`src/rtl/fetch_queue_if.sv`:
```
// Fetch-stage bundle: instruction-memory request/response, redirect and IF/ID head.
// master = fetch unit side, slave = memory/ID/branch-unit side.
interface fetch_queue_if;
  logic        imem_req;
  logic [31:0] imem_addr;
  logic        imem_gnt;
  logic        imem_rvalid;
  logic [31:0] imem_rdata;
  logic        redirect;
  logic [31:0] redirect_pc;
  logic        stall;
  logic        IF_valid;
  logic [31:0] IF_instr;
  logic [31:0] IF_pc;
  logic        IF_is_cf;

  modport master (
    output imem_req, imem_addr, IF_valid, IF_instr, IF_pc, IF_is_cf,
    input  imem_gnt, imem_rvalid, imem_rdata, redirect, redirect_pc, stall
  );
  modport slave (
    input  imem_req, imem_addr, IF_valid, IF_instr, IF_pc, IF_is_cf,
    output imem_gnt, imem_rvalid, imem_rdata, redirect, redirect_pc, stall
  );
endinterface

```
`src/rtl/fetch_queue.sv`:
```
// Instruction fetch with an in-order prefetch queue; redirects flush and drop stale returns.
// Define FETCH_PREDECODE_EN to store a per-entry control-flow flag driving IF_is_cf.
module fetch_queue #(
  parameter int unsigned QDEPTH   = 4,
  parameter logic [31:0] RESET_PC = 32'h0000_0000
) (
  input logic           clock,
  input logic           reset,
  fetch_queue_if.master bus
);
  localparam int unsigned CW  = $clog2(QDEPTH + 1);
  localparam int unsigned PW  = $clog2(QDEPTH);
  localparam logic [31:0] NOP = 32'h0000_0013;

  typedef struct packed {
    logic [31:0] instr;
    logic [31:0] pc;
  } entry_t;

  entry_t [QDEPTH-1:0] ent_q;
  logic [31:0]   fetch_pc_q, fetch_pc_d, resp_pc_q, resp_pc_d;
  logic [PW-1:0] head_q, head_d, tail_q, tail_d;
  logic [CW-1:0] count_q, count_d, outst_q, outst_d, discard_q, discard_d;
  logic [CW:0]   credits_used;
  logic [31:0]   redir_pc;
  logic [1:0]    unused_pc_lsb;
  logic          req, grant, drop, push, pop, valid;

  assign redir_pc      = {bus.redirect_pc[31:2], 2'b00};
  assign unused_pc_lsb = bus.redirect_pc[1:0];

  always_comb begin
    credits_used = {1'b0, count_q} + {1'b0, outst_q};
    valid = (count_q != '0);
    req   = !reset && !bus.redirect && (credits_used < QDEPTH[CW:0]);
    grant = req && bus.imem_gnt;
    drop  = bus.imem_rvalid && (discard_q != '0);
    push  = !reset && bus.imem_rvalid && !drop && !bus.redirect;
    pop   = valid && !bus.stall && !bus.redirect;

    fetch_pc_d = fetch_pc_q;
    resp_pc_d  = resp_pc_q;
    head_d     = head_q;
    tail_d     = tail_q;
    count_d    = count_q;
    outst_d    = outst_q;
    discard_d  = discard_q;

    if (bus.redirect) begin
      // Everything still in flight is stale; a return landing this cycle is dropped here.
      fetch_pc_d = redir_pc;
      resp_pc_d  = redir_pc;
      head_d     = '0;
      tail_d     = '0;
      count_d    = '0;
      outst_d    = outst_q - CW'(bus.imem_rvalid);
      discard_d  = outst_q - CW'(bus.imem_rvalid);
    end else begin
      if (grant) fetch_pc_d = fetch_pc_q + 32'd4;
      if (push) begin
        tail_d    = tail_q + PW'(1);
        resp_pc_d = resp_pc_q + 32'd4;
      end
      if (pop) head_d = head_q + PW'(1);
      count_d = count_q + CW'(push) - CW'(pop);
      outst_d = outst_q + CW'(grant) - CW'(bus.imem_rvalid);
      if (drop) discard_d = discard_q - CW'(1);
    end
  end

  always_ff @(posedge clock) begin
    if (reset) begin
      fetch_pc_q <= RESET_PC;
      resp_pc_q  <= RESET_PC;
      head_q     <= '0;
      tail_q     <= '0;
      count_q    <= '0;
      outst_q    <= '0;
      discard_q  <= '0;
    end else begin
      fetch_pc_q <= fetch_pc_d;
      resp_pc_q  <= resp_pc_d;
      head_q     <= head_d;
      tail_q     <= tail_d;
      count_q    <= count_d;
      outst_q    <= outst_d;
      discard_q  <= discard_d;
    end
  end

  // Payload storage needs no reset: outputs are masked by count_q.
  always_ff @(posedge clock) begin
    if (push) ent_q[tail_q] <= '{instr: bus.imem_rdata, pc: resp_pc_q};
  end

  assign bus.imem_req  = req;
  assign bus.imem_addr = fetch_pc_q;
  assign bus.IF_valid  = valid;
  assign bus.IF_instr  = valid ? ent_q[head_q].instr : NOP;
  assign bus.IF_pc     = valid ? ent_q[head_q].pc : 32'h0;

`ifdef FETCH_PREDECODE_EN
  logic [QDEPTH-1:0] cf_q;

  function automatic logic is_cf(input logic [6:0] op);
    return (op == 7'b1100011) || (op == 7'b1101111) || (op == 7'b1100111);
  endfunction

  always_ff @(posedge clock) begin
    if (push) cf_q[tail_q] <= is_cf(bus.imem_rdata[6:0]);
  end

  assign bus.IF_is_cf = valid && cf_q[head_q];
`else
  assign bus.IF_is_cf = 1'b0;
`endif

  a_no_overflow: assert property (@(posedge clock) disable iff (reset)
    !(push && !pop && (count_q == QDEPTH[CW-1:0])));

endmodule

```
`src/flat_wrapper.sv`:
```
// flat-port wrapper written by rule: the top's interface ports become plain ports
module fetch_queue_flat 
#(
  parameter int unsigned QDEPTH   = 4,
  parameter logic [31:0] RESET_PC = 32'h0000_0000
)
  (clock, reset, bus_imem_req, bus_imem_addr, bus_IF_valid, bus_IF_instr, bus_IF_pc, bus_IF_is_cf, bus_imem_gnt, bus_imem_rvalid, bus_imem_rdata, bus_redirect, bus_redirect_pc, bus_stall);
  fetch_queue_if bus_i ();
  input logic clock;
  input logic reset;
  output wire logic [$bits(bus_i.imem_req)-1:0] bus_imem_req;
  output wire logic [$bits(bus_i.imem_addr)-1:0] bus_imem_addr;
  output wire logic [$bits(bus_i.IF_valid)-1:0] bus_IF_valid;
  output wire logic [$bits(bus_i.IF_instr)-1:0] bus_IF_instr;
  output wire logic [$bits(bus_i.IF_pc)-1:0] bus_IF_pc;
  output wire logic [$bits(bus_i.IF_is_cf)-1:0] bus_IF_is_cf;
  input wire logic [$bits(bus_i.imem_gnt)-1:0] bus_imem_gnt;
  input wire logic [$bits(bus_i.imem_rvalid)-1:0] bus_imem_rvalid;
  input wire logic [$bits(bus_i.imem_rdata)-1:0] bus_imem_rdata;
  input wire logic [$bits(bus_i.redirect)-1:0] bus_redirect;
  input wire logic [$bits(bus_i.redirect_pc)-1:0] bus_redirect_pc;
  input wire logic [$bits(bus_i.stall)-1:0] bus_stall;
  assign bus_imem_req = bus_i.imem_req;
  assign bus_imem_addr = bus_i.imem_addr;
  assign bus_IF_valid = bus_i.IF_valid;
  assign bus_IF_instr = bus_i.IF_instr;
  assign bus_IF_pc = bus_i.IF_pc;
  assign bus_IF_is_cf = bus_i.IF_is_cf;
  assign bus_i.imem_gnt = bus_imem_gnt;
  assign bus_i.imem_rvalid = bus_imem_rvalid;
  assign bus_i.imem_rdata = bus_imem_rdata;
  assign bus_i.redirect = bus_redirect;
  assign bus_i.redirect_pc = bus_redirect_pc;
  assign bus_i.stall = bus_stall;
  fetch_queue #(.QDEPTH(QDEPTH), .RESET_PC(RESET_PC)) u_core (.clock(clock), .reset(reset), .bus(bus_i));
endmodule
```
`config.mk`:
```
export PLATFORM = sky130hd
export DESIGN_NAME = fetch_queue_flat
export DESIGN_NICKNAME = d
export VERILOG_FILES = /design/src/rtl/fetch_queue_if.sv /design/src/rtl/fetch_queue.sv /design/src/flat_wrapper.sv
export SDC_FILE = /design/constraint.sdc
export NUM_CORES = 1
export LEC_CHECK = 0
export ABC_CLOCK_PERIOD_IN_PS = 3670
export BUFFER_PORTS_ARGS = -buffer_cell sky130_fd_sc_hd__buf_2
export CORE_ASPECT_RATIO = 0.75
export CORE_UTILIZATION = 40
export CTS_BUF_LIST = sky130_fd_sc_hd__clkbuf_8
export DETAILED_ROUTE_END_ITERATION = 7
export SLEW_MARGIN = 20
export SYNTH_ARGS = -nofsm -noshare
export SYNTH_HDL_FRONTEND = slang
export SYNTH_SLANG_ARGS = --single-unit
export TNS_END_PERCENT = 50
```
`constraint.sdc`:
```
create_clock -name clock -period 3.67 [get_ports clock]
set_input_delay 0.1835 -clock clock [delete_from_list [all_inputs] [get_ports clock]]
set_output_delay 0.1835 -clock clock [all_outputs]
set_load 0.1 [all_outputs]
```
==> impl_metrics.py, run 1 <==
metrics = {
    "drt": {
        "met1_length_um": 15500,
        "route.met3.wl_um": 1550,
        "drc": 0,
        "top_layer": "met4",
        "drtIter0Drc": 550,
        "avgViaCountPerCell": 5.05,
        "antenna_left": 0,
        "wl_um": 30800,
        "dr_wl_met2_um": 13300,
        "first_pass_iters": 5,
        "vias": 8298,
        "post_drt_wl_per_cell_um": 18.8,
    },
    "pwr": {
        "swShare_pct": 26.4,
        "leakage_uw": 0.00584,
        "ir_drop_mv": 0.275,
        "power_uw": 7880,
        "internal_power_uw": 5800,
        "power.density_mw_per_mm2": 474,
        "combPwrFrac_pct": 10.2,
        "p_switching_uw": 2080,
        "power_frac_seq_pct": 52.2,
        "pwr-share-clk_pct": 37.6,
    },
    "clock_network": {
        "ctsHtreeMaxLevel": 2,
        "insertion_delay_ns": 0.60,
        "path_clk_slew_ns": 0.06,
        "clk_root_buffer_cell": "clkbuf_8",
        "clk_path_buf_depth": 3,
        "cts_resized": 0,
        "cts_buffers": 50,
        "cts_sinks": 321,
        "cts_tree": "built",
    },
    "global_routing": {
        "grt_pass1_wl_um": 47600,
        "grt_start_max_net_pins": 64,
        "grt_overflow_total": 0,
        "grt_pass1_vias": 8248,
        "antenna_found_initial": 0,
        "grtUsageTotal_pct": 17.7,
    },
    "timing": {
        "clock_skew_ns": 0.0218,
        "setup_viol": 0,
        "rsz0062_at_grt": "no",
        "hold_viol": 0,
        "slew-limit-headroom_pct": 47.7,
        "max_freq_mhz": 367,
        "period_needed_ns": 2.73,
        "slew_violations": 0,
        "tightest_slew_ns": 0.785,
        "finalSetupTns_ns": 0,
        "finalCritPeriodShare_pct": 74.3,
    },
    "setup_path": {
        "path_max_fanout": 62,
        "critPathMaxStageDelay_ns": 0.57,
        "endpoint_kind": "output pin",
        "crit_type": "reg -> out",
        "required_ns": 3.49,
        "slowest_stage": "mux4_2",
        "crit_chain": "buf_12 > mux4_2 > nor2b_1 > buf_2",
        "arrival_ns": 2.54,
        "cp-start-kind": "flop",
        "r2r_setup_slack_ns": 1.03,
        "r2r_cells": 11,
    },
    "yosys": {
        "async_flop_share_pct": 0,
        "synth-edff-count": 248,
        "synth_area_mm2": 0.0137,
        "synthCells": 907,
        "synth_seq_cells": 321,
        "yosysMostFrequentCell": "edfxtp_1",
        "synth_cell_type_count": 65,
        "avgSynthCellArea_um2": 15.1,
        "synth_ff_type": "edfxtp_1",
        "seq_area_frac_synth_pct": 65.2,
        "yosysTopAreaCell": "edfxtp_1",
        "netlist_top_cells_count": "248 x edfxtp_1, 73 x dfxtp_1, 62 x mux4_2",
        "synth_top_area_share_pct": 54.5,
        "ys.warnings.count": 0,
        "ys_top_cells_by_area": "edfxtp_1 54%, dfxtp_1 11%, mux4_2 10%",
    },
    "floorplan": {
        "ios": 169,
        "chipHeight_um": 162,
        "dieArea_mm2": 0.0349,
        "start_util_pct": 40.7,
        "core-area_mm2": 0.0336,
        "placementRows": 58,
        "chipWidth_um": 215,
    },
    "cells_and_area": {
        "layout.nets": 1238,
        "diodes": 0,
        "drive_gt1_share_pct": 28.5,
        "area_growth_pct": 21.5,
    },
    "place": {
        "place_hpwl_um": 18900,
        "gp_congestion": 0.821,
        "port_buffers": 161,
    },
    "status": {
        "outcome": "finished clean",
    },
    "job": {
        "cap_violations": 0,
    },
    "min_path": {
        "holdCritPathClass": "in -> reg",
        "hold_path_depth": 4,
    },
}
logic make-up (layout without fill, tap and decap cells):
| family | after synthesis | in the layout | share of synthesized area, % |
|---|---|---|---|
| DFF | 321 | 321 | 65.2 |
| and+or+nand+nor | 271 | 271 | 11.9 |
| AOI/OAI and AO/OA | 105 | 105 | 5.04 |
| buffers and inverters | 79 | 360 | 2.58 |
| muxes | 67 | 67 | 10.6 |
| xor gates and xnor gates | 45 | 45 | 2.88 |
| adders and majority gates | 18 | 18 | 1.76 |
| other | 1 | 5 | 0.0274 |
placed cells by master (no fill, tap or decap), drive strengths merged, types with 30 or more instances in the layout:
cell type,netlist,layout
buf,27,174
clkbuf,23,56
dfxtp,73,73
dlygate4sd3,0,63
edfxtp,248,248
inv,29,43
mux4,62,62
nand2,46,46
nand3,34,34
nor2,42,42
nor2b,60,60
xnor2,30,30
routing by layer:
metal | track usage (%) | vias up
met4 | 4.48 | 0
met2 | 25.9 | 244
li1 | - | 3938
met3 | 3.31 | 42
met5 | 0 | -
met1 | 27.0 | 4074
power groups by stage:
stage | logic (µW) | clock network [µW] | registers, µW
after floorplan | 434 | 0 | 4310
after global placement | 749 | 0 | 4180
after detailed placement | 754 | 0 | 4190
after CTS | 810 | 3050 | 4110
after global routing | 859 | 3190 | 4120
final | 805 | 2960 | 4110
final cells by class:
type | instances | area [µm²]
clock inverter | 38 | 218
tap | 450 | 563
clock buffer | 56 | 771
sequential | 321 | 8910
multi-input combinational | 511 | 4430
timing repair buffer | 237 | 1600
inverter | 29 | 109
fill | 2857 | 17000
worst max-delay path: cells and delay by family (launching register included):
family | cells | cell delay (ns)
mux | 1 | 0.57
buf+inv | 2 | 0.71
flops | 1 | 0.37
simple gates | 1 | 0.17
flip-flops by register name (all words and copies together), names as in the netlist:
register / cells
u_core.ent_q: 248
u_core.bus.imem_addr: 30
u_core.resp_pc_q: 30
u_core.count_q: 3
u_core.discard_q: 3
u_core.outst_q: 3
u_core.head_q: 2
u_core.tail_q: 2
per-stage QoR:
step | hold slack (ns) | utilization [%] | worst slack [ns] | std cells | area [µm²]
global route | 0.0466 | 49.4 | 0.808 | 1642 | 16600
global placement | 0.402 | 44.6 | 1.02 | 1485 | 15000
CTS | 0.00781 | 49.4 | 0.856 | 1642 | 16600
finish | 0.0693 | 49.4 | 0.944 | 1642 | 16600
floorplan | 0.282 | - | 0.594 | 911 | 13700
detailed placement | 0.408 | 44.6 | 1.06 | 1485 | 15000
worst paths after layout:
path | startpoint | to
setup / recovery | u_core.head_q[0]$_SDFFE_PP0P_ | bus_IF_pc[12]
hold / removal | bus_redirect_pc[5] | u_core.bus.imem_addr[5]$_SDFFE_PP0P_
setup reg to reg | u_core.count_q[1]$_SDFF_PP0_ | u_core.outst_q[2]$_SDFF_PP0_
hold reg to reg | u_core.tail_q[1]$_SDFFE_PP0P_ | u_core.tail_q[1]$_SDFFE_PP0P_
repair_timing:
item                      CTS  global route
hold buffers               63             0
hold endpoints to repair  187             0
buffers inserted            0             0
Power figures use the tool's default switching activity.
==> inputs of run 2 (changes only) <==
- ABC_CLOCK_PERIOD_IN_PS: 3670 -> 2400
- clock period: 3.67 -> 2.4 ns (I/O delays scaled with it)
==> run 2 against run 1 <==
Effect of this change:
- final area rose by 3.0%
- clock-buffer cell count fell by 1
- sequential share of layout area fell by 1.6 points
- setup slack got worse by 0.87 ns
- critical path depth did not move
- core utilization rose by 1.5 points
- via count rose by 2.7%
- total power rose by 49%
- register-to-register slack got worse by 0.80 ns
- routed wire length rose by 1.6%
- critical path type unchanged
- critical endpoint is now bus_IF_instr[9]
- largest cell class unchanged
==> impl_metrics.py, run 2 (same netlist as run 1, synthesis figures left out) <==
metrics = {
    "status": {
        "outcome": "finished clean",
    },
    "timing": {
        "tightest_slew_ns": 0.532,
        "worst_slack_ns": 0.0746,
        "period_needed_ns": 2.33,
        "slew-limit-headroom_pct": 64.8,
        "slew_violations": 0,
        "finalCritPeriodShare_pct": 96.9,
        "setup_viol": 0,
        "rsz0062_at_grt": "yes",
        "max_freq_mhz": 430,
        "hold_slack_ns": 0.0619,
        "clock_skew_ns": 0.0138,
        "hold_viol": 0,
    },
    "place": {
        "place_hpwl_um": 19900,
        "place_inst": 1506,
        "gp_congestion": 0.817,
        "port_buffers": 161,
        "dp_slack_ns": 0.227,
    },
    "drt": {
        "wl_um": 31300,
        "first_pass_iters": 4,
        "drc": 0,
        "antenna_left": 0,
        "post_drt_wl_per_cell_um": 18.8,
        "drtIter0Drc": 466,
        "avgViaCountPerCell": 5.12,
        "vias": 8522,
    },
    "floorplan": {
        "chipWidth_um": 215,
        "placementRows": 58,
        "start_util_pct": 40.7,
        "chipHeight_um": 162,
        "ios": 169,
        "core-area_mm2": 0.0336,
        "dieArea_mm2": 0.0349,
    },
    "clock_network": {
        "insertion_delay_ns": 0.58,
        "cts_sinks": 321,
        "cts_setup_buffers": 0,
        "clk_root_buffer_cell": "clkbuf_8",
        "path_clk_slew_ns": 0.06,
        "cts_buffers": 48,
        "ctsHtreeMaxLevel": 2,
        "cts_tree": "built",
        "clk_path_buf_depth": 3,
    },
    "setup_path": {
        "endpoint_kind": "output pin",
        "rr_endpoint": "u_core.bus.imem_addr[17]$_SDFFE_PP0P_",
        "crit_chain": "clkbuf_16 > mux4_2 > nor2b_1 > buf_4",
        "critPathMaxStageDelay_ns": 0.51,
        "r2r_setup_slack_ns": 0.23,
        "path_max_fanout": 17,
        "r2r-start": "u_core.count_q[1]$_SDFF_PP0_",
        "r2r_cells": 7,
        "cp-start-kind": "flop",
        "arrival_ns": 2.21,
        "crit_type": "reg -> out",
        "required_ns": 2.28,
        "slowest_stage": "mux4_2",
    },
    "cells_and_area": {
        "mostFrequentLayoutCells": "248 x edfxtp_1, 103 x buf_2, 71 x dfxtp_1",
        "largest_register": "u_core.ent_q",
        "layout.nets": 1261,
        "largest_register_ffs": 248,
        "utilization_pct": 50.9,
        "area_growth_pct": 25.1,
        "final_cells": 1663,
        "mostFrequentLayoutCell": "edfxtp_1",
        "diodes": 0,
        "drive_gt1_share_pct": 29.8,
    },
    "global_routing": {
        "grt_start_max_net_pins": 64,
        "grt_pass1_vias": 8527,
        "grt_overflow_total": 0,
        "grtUsageTotal_pct": 17.9,
        "grt_pass1_wl_um": 48300,
        "antenna_found_initial": 0,
    },
    "job": {
        "cap_violations": 0,
    },
    "pwr": {
        "ir_drop_mv": 0.342,
        "leakage_uw": 0.00604,
        "power.density_mw_per_mm2": 688,
    },
    "min_path": {
        "hold_path_depth": 5,
        "holdPathEnd": "u_core.head_q[0]$_SDFFE_PP0P_",
        "holdCritPathClass": "in -> reg",
        "min_from": "bus_stall",
    },
}
[run 2: report_power, final]
group,leakage (µW),internal [µW],switching (µW)
sequential,0.00286,6130,147
combinational,0.00263,410,887
clock,0.000547,2100,2090
[run 2: cell type report]
class                   count  area, µm²
clock buffers              55        757
clock inverters            35        154
fillers                  2942      16500
inverters                  29        109
multi-input cells         511       4440
flip-flops and latches    321       8910
well taps                 450        563
repair buffers            262       2170
[run 2: layer usage]
metal / GRT usage [%] / routed length [µm]
met5: 0 / 0
met4: 4.26 / 471
met3: 3.31 / 1660
met2: 27.5 / 14000
met1: 26.2 / 15200
[run 2: critical path: cells and delay by family (launching register included)]
kind,cells,cell delay (ns)
muxes,1,0.51
and+or+nand+nor,1,0.14
buffers and inverters,2,0.50
DFF,1,0.46
[run 2: through the flow]
| step | total power, µW | cell area [µm²] | setup TNS, ns |
|---|---|---|---|
| after floorplan | 7250 | 13700 | -13.41 |
| after global placement | 7570 | 15300 | 0 |
| after detailed placement | 7590 | 15300 | 0 |
| after CTS | 11900 | 16800 | -2.04 |
| after global routing | 12300 | 17100 | -0.0544 |
| final | 11800 | 17100 | 0 |
[run 2: timing repair]
item / in CTS / in global routing
setup endpoints to repair: 61 / 62
gates resized for setup: 0 / 130
pin swaps: 0 / 0
hold buffers: 65 / 0
hold endpoints to repair: 195 / 0
gates cloned: 0 / 2
[run 2: worst max path at each step]
| stage | depth (start not counted) | slack, ns | start | to |
|---|---|---|---|---|
| after floorplan | 4 | -0.23 | u_core.head_q[1]$_SDFFE_PP0P_ | bus_IF_instr[22] |
| after global routing | 4 | -0.02 | u_core.head_q[0]$_SDFFE_PP0P_ | bus_IF_instr[9] |
| after global placement | 7 | 0.23 | u_core.count_q[1]$_SDFF_PP0_ | u_core.bus.imem_addr[17]$_SDFFE_PP0P_ |
| after CTS | 4 | -0.08 | u_core.head_q[0]$_SDFFE_PP0P_ | bus_IF_pc[12] |
| final | 4 | 0.07 | u_core.head_q[0]$_SDFFE_PP0P_ | bus_IF_instr[9] |
| after detailed placement | 6 | 0.23 | u_core.discard_q[0]$_SDFFE_PP0P_ | u_core.ent_q[105]$_DFFE_PP_ |
